`config.mk`:
```
export PLATFORM = sky130hd
export DESIGN_NAME = instr_fetch
export DESIGN_NICKNAME = d
export VERILOG_FILES = /design/src/rtl/project_pkg.sv /design/src/rtl/instr_fetch.sv
export SDC_FILE = /design/constraint.sdc
export NUM_CORES = 1
export LEC_CHECK = 0
export CORE_UTILIZATION = 42
export CTS_CLUSTER_SIZE = 30
export DETAILED_ROUTE_END_ITERATION = 8
export GPL_TIMING_DRIVEN = 0
export HOLD_SLACK_MARGIN = 0.12
export PLACE_DENSITY = 0.86
export SYNTH_ARGS = -nofsm -noshare
export SYNTH_HDL_FRONTEND = slang
export SYNTH_SLANG_ARGS = --single-unit
```
`constraint.sdc`:
```
create_clock -name clk -period 2.1 [get_ports clk]
set_input_delay 0.42 -clock clk [delete_from_list [all_inputs] [get_ports clk]]
set_output_delay 0.42 -clock clk [all_outputs]
set_load 0.01 [all_outputs]
```
`src/rtl/project_pkg.sv`:
```
// Shared core definitions: opcode field layout, opcode classification helpers
// and the fetch sequencer state encoding.
package project_pkg;

  // Opcode lives in the upper nibble; bit 7 marks the two-byte (immediate) class.
  localparam int          OP_HI   = 7;
  localparam int          OP_LO   = 4;
  localparam int          IMM_BIT = 7;
  localparam logic [3:0]  OP_HLT  = 4'h7;

  typedef enum logic [1:0] {
    IDLE = 2'd0,
    RUN  = 2'd1,
    HALT = 2'd2
  } fetch_state_e;

  function automatic logic op_has_imm(input logic [7:0] instr);
    return instr[IMM_BIT];
  endfunction

  function automatic logic op_is_halt(input logic [7:0] instr);
    return instr[OP_HI:OP_LO] == OP_HLT;
  endfunction

endpackage

```
`src/rtl/instr_fetch.sv`:
```
// Instruction fetch sequencer: owns the PC, reads opcode+immediate from the
// combinational ROM and hands one instruction bundle at a time to decode.
module instr_fetch
  import project_pkg::*;
#(
  parameter int              WORD     = 8,
  parameter logic [WORD-1:0] RESET_PC = '0
) (
  input  logic            clk,
  input  logic            rst_n,
  input  logic            start,
  input  logic            jmp_en,
  input  logic [WORD-1:0] jmp_addr,
  output logic [WORD-1:0] mem_addr,
  input  logic [WORD-1:0] mem_instr,
  input  logic [WORD-1:0] mem_imm,
  output logic            out_valid,
  input  logic            out_ready,
  output logic [WORD-1:0] out_instr,
  output logic [WORD-1:0] out_imm,
  output logic            out_has_imm,
  output logic [WORD-1:0] out_pc,
  output logic            halted
);

  localparam logic [WORD-1:0] STEP_ONE = WORD'(1);
  localparam logic [WORD-1:0] STEP_TWO = WORD'(2);

  fetch_state_e    state_q, state_d;
  logic [WORD-1:0] pc_q, pc_d;
  logic            valid_q, valid_d;
  logic [WORD-1:0] instr_q, instr_d;
  logic [WORD-1:0] imm_q, imm_d;
  logic            has_imm_q, has_imm_d;
  logic [WORD-1:0] opc_q, opc_d;

  logic cur_has_imm;
  logic cur_is_halt;
  logic load;

  assign cur_has_imm = op_has_imm(mem_instr[7:0]);
  assign cur_is_halt = op_is_halt(mem_instr[7:0]);
  assign load        = (state_q == RUN) && !jmp_en && (!valid_q || out_ready);

  always_comb begin
    // NOTE: every next-state value gets its hold default first so no path
    // through the branches below can infer a latch.
    state_d   = state_q;
    pc_d      = pc_q;
    valid_d   = valid_q;
    instr_d   = instr_q;
    imm_d     = imm_q;
    has_imm_d = has_imm_q;
    opc_d     = opc_q;

    if (jmp_en && state_q != IDLE) begin
      // Redirect discards any pending bundle and takes priority over start/load.
      pc_d    = jmp_addr;
      valid_d = 1'b0;
      state_d = RUN;
    end else begin
      unique case (state_q)
        IDLE: if (start) state_d = RUN;
        RUN: begin
          if (load) begin
            instr_d   = mem_instr;
            opc_d     = pc_q;
            has_imm_d = cur_has_imm;
            imm_d     = cur_has_imm ? mem_imm : '0;
            valid_d   = 1'b1;
            pc_d      = pc_q + (cur_has_imm ? STEP_TWO : STEP_ONE);
            if (cur_is_halt) state_d = HALT;
          end
        end
        HALT: if (start) state_d = RUN;
        default: state_d = IDLE;
      endcase

      // Outside RUN nothing refills, so an accepted bundle simply drains.
      if (state_q != RUN && valid_q && out_ready) valid_d = 1'b0;
    end
  end

  // NOTE: state registers use non-blocking assignments so every flop samples
  // the pre-edge values, independent of process evaluation order.
  always_ff @(posedge clk) begin
    if (!rst_n) begin
      state_q   <= IDLE;
      pc_q      <= RESET_PC;
      valid_q   <= 1'b0;
      instr_q   <= '0;
      imm_q     <= '0;
      has_imm_q <= 1'b0;
      opc_q     <= '0;
    end else begin
      state_q   <= state_d;
      pc_q      <= pc_d;
      valid_q   <= valid_d;
      instr_q   <= instr_d;
      imm_q     <= imm_d;
      has_imm_q <= has_imm_d;
      opc_q     <= opc_d;
    end
  end

  assign mem_addr    = pc_q;
  assign out_valid   = valid_q;
  assign out_instr   = instr_q;
  assign out_imm     = imm_q;
  assign out_has_imm = has_imm_q;
  assign out_pc      = opc_q;
  assign halted      = (state_q == HALT);

endmodule

```
==> results of run 1 <==
synthesized netlist by cell type, drive strengths merged, types with 3 or more instances:
| cell type | count | area share, % |
|---|---|---|
| clkbuf | 7 | 1.7 |
| buf | 5 | 1.8 |
| nand2 | 44 | 11 |
| nand3 | 12 | 4.0 |
| nor2 | 5 | 1.2 |
| o21ai | 5 | 1.7 |
| inv | 4 | 0.99 |
| mux2i | 3 | 2.0 |
| a21oi | 27 | 8.9 |
| dfxtp | 35 | 46 |
| nor3 | 3 | 1.3 |
cell families (layout without fill, tap and decap cells):
group	Yosys count	in the layout	share of synthesized area (%)
flops	35	35	46.2
simple gates	83	83	26.4
compound gates	44	44	16.5
buf+inv	16	87	4.54
xor+xnor	1	1	0.578
mux	4	4	2.73
fa+ha+maj	3	3	2.97
final timing paths:
path	slack (ns)	to	cells past startpoint	from
hold reg to reg	0.46	out_imm[7]$_SDFFE_PN0P_	2	out_imm[7]$_SDFFE_PN0P_
hold / removal	0.46	out_imm[7]$_SDFFE_PN0P_	2	out_imm[7]$_SDFFE_PN0P_
setup / recovery	0.17	halted	2	state_q[1]$_SDFFE_PP0P_
setup reg to reg	0.36	out_pc[7]$_SDFFE_PN0P_	5	state_q[0]$_SDFFE_PN0P_
power groups by stage:
stage               Combinational (mW)  Sequential [mW]  Clock (mW)
floorplan                        0.102            0.743           0
global placement                 0.245            0.734           0
detailed placement               0.249            0.735           0
CTS                              0.251            0.720       0.372
global route                     0.276            0.725       0.403
finish                           0.251            0.720       0.369
repair_timing:
| action | CTS | global route |
|---|---|---|
| pin swaps | 0 | 0 |
| gates cloned | 0 | 0 |
| endpoints found under the setup margin | 5 | 6 |
| gates resized for setup | 1 | 5 |
| hold buffers | 0 | 0 |
worst register-to-register path, stage by stage (launching register included):
cell and delay [ns]:
dfxtp_1 0.49, nand2b_1 0.16, nor3_2 0.32, clkbuf_1 0.42, nand2_1 0.10, a21oi_1 0.17
flip-flops by register name, indices dropped and copies added, names as in the netlist:
| register | count |
|---|---|
| mem_addr | 8 |
| out_imm | 8 |
| out_instr | 8 |
| out_pc | 8 |
| out_valid | 1 |
| state_q | 2 |
through the flow:
stage / instances / worst slack, ns / hold slack, ns / utilization (%)
floorplan: 186 / 0.317 / 0.476 / -
global placement: 295 / -0.499 / 0.438 / 65.0
detailed placement: 295 / -0.510 / 0.442 / 65.0
CTS: 303 / 0.00483 / 0.458 / 66.6
global route: 303 / 0.0640 / 0.485 / 66.8
finish: 303 / 0.170 / 0.457 / 66.8
metal layers:
| metal | global-route usage (%) | share of wire [%] | wire (µm) | vias to the layer above |
|---|---|---|---|---|
| met5 | 0 | 0 | 0 | - |
| met4 | 10.5 | 2.5 | 98 | 0 |
| met3 | 5.80 | 5.7 | 224 | 10 |
| met2 | 33.9 | 46 | 1780 | 57 |
| met1 | 28.9 | 46 | 1790 | 729 |
| li1 | - | - | - | 786 |
cell type report:
type,count,area [µm²],area share [%]
plain buffers,12,57.6,2.54
clock buffers,6,41.3,1.82
clock inverters,2,12.5,0.552
inverters,4,15.0,0.663
multi-input cells,135,746,32.9
flip-flops and latches,35,702,31.0
well taps,46,57.6,2.54
repair buffers,63,633,28.0
==> run summary, run 1 <==
outcome: completed
Worst Hold Class: reg -> reg
Die Ht: 62.1 µm
Ys Warns: 0
sequential share of power: 53.7%
Die ar.: 3850 µm²
final hold vios: 0
Pint: 960 µW
Buf/Inv on CP: 1
PwrDens: 592 nW/µm²
dominant synthesized flop cell: dfxtp_1
Max-Cap Viols: 0
kind of cell adding the most delay to the critical path: buffers and inverters
pin count of the biggest net entering global routing: 12
Gate power share: 18.7%
via/cell ratio: 5.22
f_max: 0.518 GHz
vias in the first global route: 1,342
Final min period: 1.93 ns
fill count: 299
syn_area_per_cell: 8.15 µm²
gpl congestion: 0.841
Vias: 1,582
# rows: 21
EDFF count, synth: 0
Setup Crit Path Kind: reg -> out
core area: 3390 µm²
Design Area, Final: 2260 µm²
first-pass GRT wire length: 6.07 mm
GRT overflow: 0
Fin Setup TNS: 0 ns
final HPWL from detailed placement: 2.80 mm
clock share of power: 27.5%
clk_lat worst skew: 0.35 ns
initial drt markers: 83
crit share post-route: 91.9%
Critical Path Fanout Max: 7
Top-Level Pins: 64
drt drc: 0
Final ANT Viol Nets: 0
synth-to-layout area growth: 49.5%
syn_nets: 218
sw frac: 28.4%
die width: 62.1 µm
CP max stage delay: 0.56 ns
WP data required: 1.68 ns
slew margin rel.: 63.3%
Gate Count Post-Synth: 186
final max-slew violation count: 0
Seq/Total Area, Yosys: 46.2%
CP arrival: 1.51 ns
initial antenna violation count: 0
PortBufs: 63
share of layout cells above drive strength 1: 6.61%
actual slew at the worst max-slew pin: 0.550 ns
total routed wirelength: 3.90 mm
Final Setup Violations: 0
Worst setup EP type: output port
crit path launch type: register
share of flip-flops with an asynchronous set or reset: 0%
most common cell after layout, fill and taps aside: clkdlybuf4s50_1
Reg clk slew, reported paths: 0.12 ns
Psw: 381 µW
postcts setup bufs: 0
Num CTS Buffers: 5
LEAKAGE: 0.788 nW
Clock Skews: 0.0125 ns
Max clock buf depth: 2
level count of the clock H-tree: 2
final net count: 288
Netlist cell types: 39
CTS tree: done
flops & latches, synth: 35
Clock Tree Root: clkbuf_4
drt wl/cell: 12.9 µm
Worst path slowest cell: clkdlybuf4s50_1
most frequent cells in the layout: 62 x clkdlybuf4s50_1, 44 x nand2_1, 34 x dfxtp_1
GRT Util Overall: 22.1%
mapped cell area: 1520 µm²
drt pass-1 iters: 6
Tot Pwr: 1.34 mW
Starting Density: 44.7%
crit-path cells: nor2b_1, clkdlybuf4s50_1
Cell Area, Placed: 2200 µm²
antenna cells: 0
Peak supply drop: 0.466 mV
RSZ-0062 raised after global routing: false
clock sinks: 35
Note: power is estimated with default switching activity, not from simulation.
==> run 2, diff against run 1 <==
--- a/config.mk
+++ b/config.mk
@@ -11,6 +11,7 @@
 export GPL_TIMING_DRIVEN = 0
 export HOLD_SLACK_MARGIN = 0.12
 export PLACE_DENSITY = 0.86
+export RECOVER_POWER = 50
 export SYNTH_ARGS = -nofsm -noshare
 export SYNTH_HDL_FRONTEND = slang
 export SYNTH_SLANG_ARGS = --single-unit
==> constraint.sdc (replaced) <==
create_clock -name clk -period 2.2 [get_ports clk]
set_input_delay 0.44 -clock clk [delete_from_list [all_inputs] [get_ports clk]]
set_output_delay 0.44 -clock clk [all_outputs]
set_load 0.01 [all_outputs]
==> run summary, run 2 (synthesis results as in run 1) <==
f_max: 0.481 GHz
clock share of power: 27.6% (about the same)
initial drt markers: 97 (+17%)
Design Area, Final: 2260 µm² (-0.28%)
Peak supply drop: 0.443 mV (-4.8%)
via/cell ratio: 5.23 (+0.19%)
sequential share of power: 54.0% (+0.3 points)
Max-Cap Viols: 0 (unchanged)
Cell Area, Placed: 2200 µm² (unchanged)
Worst setup EP type: register
drt drc: 0 (unchanged)
clk_lat worst skew: 0.35 ns (about the same)
hold slack: 0.456 ns (-0.00107 ns)
antenna cells: 0 (unchanged)
Clock Tree Root: clkbuf_4
core area: 3390 µm² (unchanged)
drt pass-1 iters: 6 (unchanged)
Starting Density: 44.7% (unchanged)
Die ar.: 3850 µm² (unchanged)
level count of the clock H-tree: 2 (unchanged)
most frequent cells in the layout: 44 x nand2_1, 35 x clkdlybuf4s50_1, 35 x dfxtp_1
GRT overflow: 0 (unchanged)
Final ANT Viol Nets: 0 (unchanged)
GRT Util Overall: 22.1% (unchanged)
fill count: 300 (+0.33%)
Tot Pwr: 1.27 mW (-5.2%)
first-pass GRT wire length: 6.07 mm (unchanged)
Setup Crit Path Kind: in -> reg
final HPWL from detailed placement: 2.80 mm (unchanged)
CP arrival: 2.36 ns (+0.85 ns)
hold_buf cts: 0 (unchanged)
CTS tree: done
die width: 62.1 µm (unchanged)
vias in the first global route: 1,342 (unchanged)
clock sinks: 35 (unchanged)
RSZ-0062 raised after global routing: false
final net count: 288 (unchanged)
Final Setup Violations: 0 (unchanged)
Critical Path Fanout Max: 10 (+3)
crit share post-route: 94.4%
Non-Filler Instances: 303 (unchanged)
Cells after DPL: 295 (unchanged)
Pint: 910 µW (-5.2%)
postcts setup bufs: 0 (unchanged)
Gate power share: 18.4% (-0.3 points)
Clock Skews: 0.0126 ns (+0.000122 ns)
LEAKAGE: 0.861 nW (+9.3%)
Vias: 1,585 (+0.19%)
# rows: 21 (unchanged)
crit path launch type: input port
Worst Hold Class: reg -> reg
Reg clk slew, reported paths: 0.12 ns (about the same)
Max clock buf depth: 2 (unchanged)
Final min period: 2.08 ns
Die Ht: 62.1 µm (unchanged)
Layout Utilization: 66.6% (-0.18 points)
Psw: 361 µW (-5.2%)
total routed wirelength: 3.91 mm (+0.23%)
pin count of the biggest net entering global routing: 12 (unchanged)
most common cell after layout, fill and taps aside: nand2_1
sw frac: 28.4% (about the same)
actual slew at the worst max-slew pin: 0.553 ns (+0.00345 ns)
outcome: completed
drt wl/cell: 12.9 µm (+0.23%)
final max-slew violation count: 0 (unchanged)
Top-Level Pins: 64 (unchanged)
share of layout cells above drive strength 1: 5.45% (-1.2 points)
gpl congestion: 0.841 (unchanged)
final hold vios: 0 (unchanged)
initial antenna violation count: 0 (unchanged)
PortBufs: 63 (unchanged)
slew margin rel.: 63.1% (-0.23 points)
Num CTS Buffers: 5 (unchanged)
synth-to-layout area growth: 49.1%
PwrDens: 563 nW/µm² (-4.9%)
WP data required: 2.49 ns (+0.81 ns)
[run 2: final cells by class]
type	instances	area (µm²)	area share, %
plain buffers	12	55.1	2.44
flip-flops and latches	35	701	31.0
clock buffers	6	41.3	1.83
well taps	46	57.6	2.55
clock inverters	2	12.5	0.554
repair buffers	63	631	27.9
multi-input cells	135	746	33.0
inverters	4	15.0	0.665
[run 2: per-layer routing]
metal | GRT usage, % | part of all wire [%]
met5 | 0 | 0
met4 | 10.5 | 1.8
met3 | 5.80 | 5.0
met2 | 33.9 | 47
met1 | 28.9 | 46
[run 2: final timing paths]
check	start	end	slack (ns)	cells past startpoint
max reg2reg	state_q[0]$_SDFFE_PN0P_	out_pc[7]$_SDFFE_PN0P_	0.46	5
min reg2reg	out_imm[7]$_SDFFE_PN0P_	out_imm[7]$_SDFFE_PN0P_	0.46	2
min	out_imm[7]$_SDFFE_PN0P_	out_imm[7]$_SDFFE_PN0P_	0.46	2
max	mem_instr[7]	mem_addr[7]$_SDFFE_PN0P_	0.12	8
[run 2: power by group through the flow]
| stage | clock (mW) | combinational [mW] | sequential [mW] |
|---|---|---|---|
| after floorplan | 0 | 0.0976 | 0.709 |
| after global placement | 0 | 0.234 | 0.701 |
| after detailed placement | 0 | 0.238 | 0.702 |
| after CTS | 0.355 | 0.239 | 0.687 |
| after global routing | 0.384 | 0.257 | 0.691 |
| final | 0.351 | 0.234 | 0.687 |
[run 2: repair_timing]
item	4_1_cts	5_1_grt
setup endpoints to repair	4	4
cloned	0	0
gates resized for setup	1	3
[run 2: worst max-delay path: stages]
cell	delay (ns)
clkdlybuf4s50_1	0.50
buf_4	0.22
inv_1	0.06
ha_1	0.18
a21o_1	0.17
nand3_1	0.12
or4_1	0.53
a31oi_1	0.14
[run 2: through the flow]
step / TNS [ns] / setup WS [ns]
after floorplan: 0 / 0.397
after global placement: -2.05 / -0.419
after detailed placement: -2.26 / -0.430
after CTS: 0 / 0.0848
after global routing: 0 / 0.00868
final: 0 / 0.123
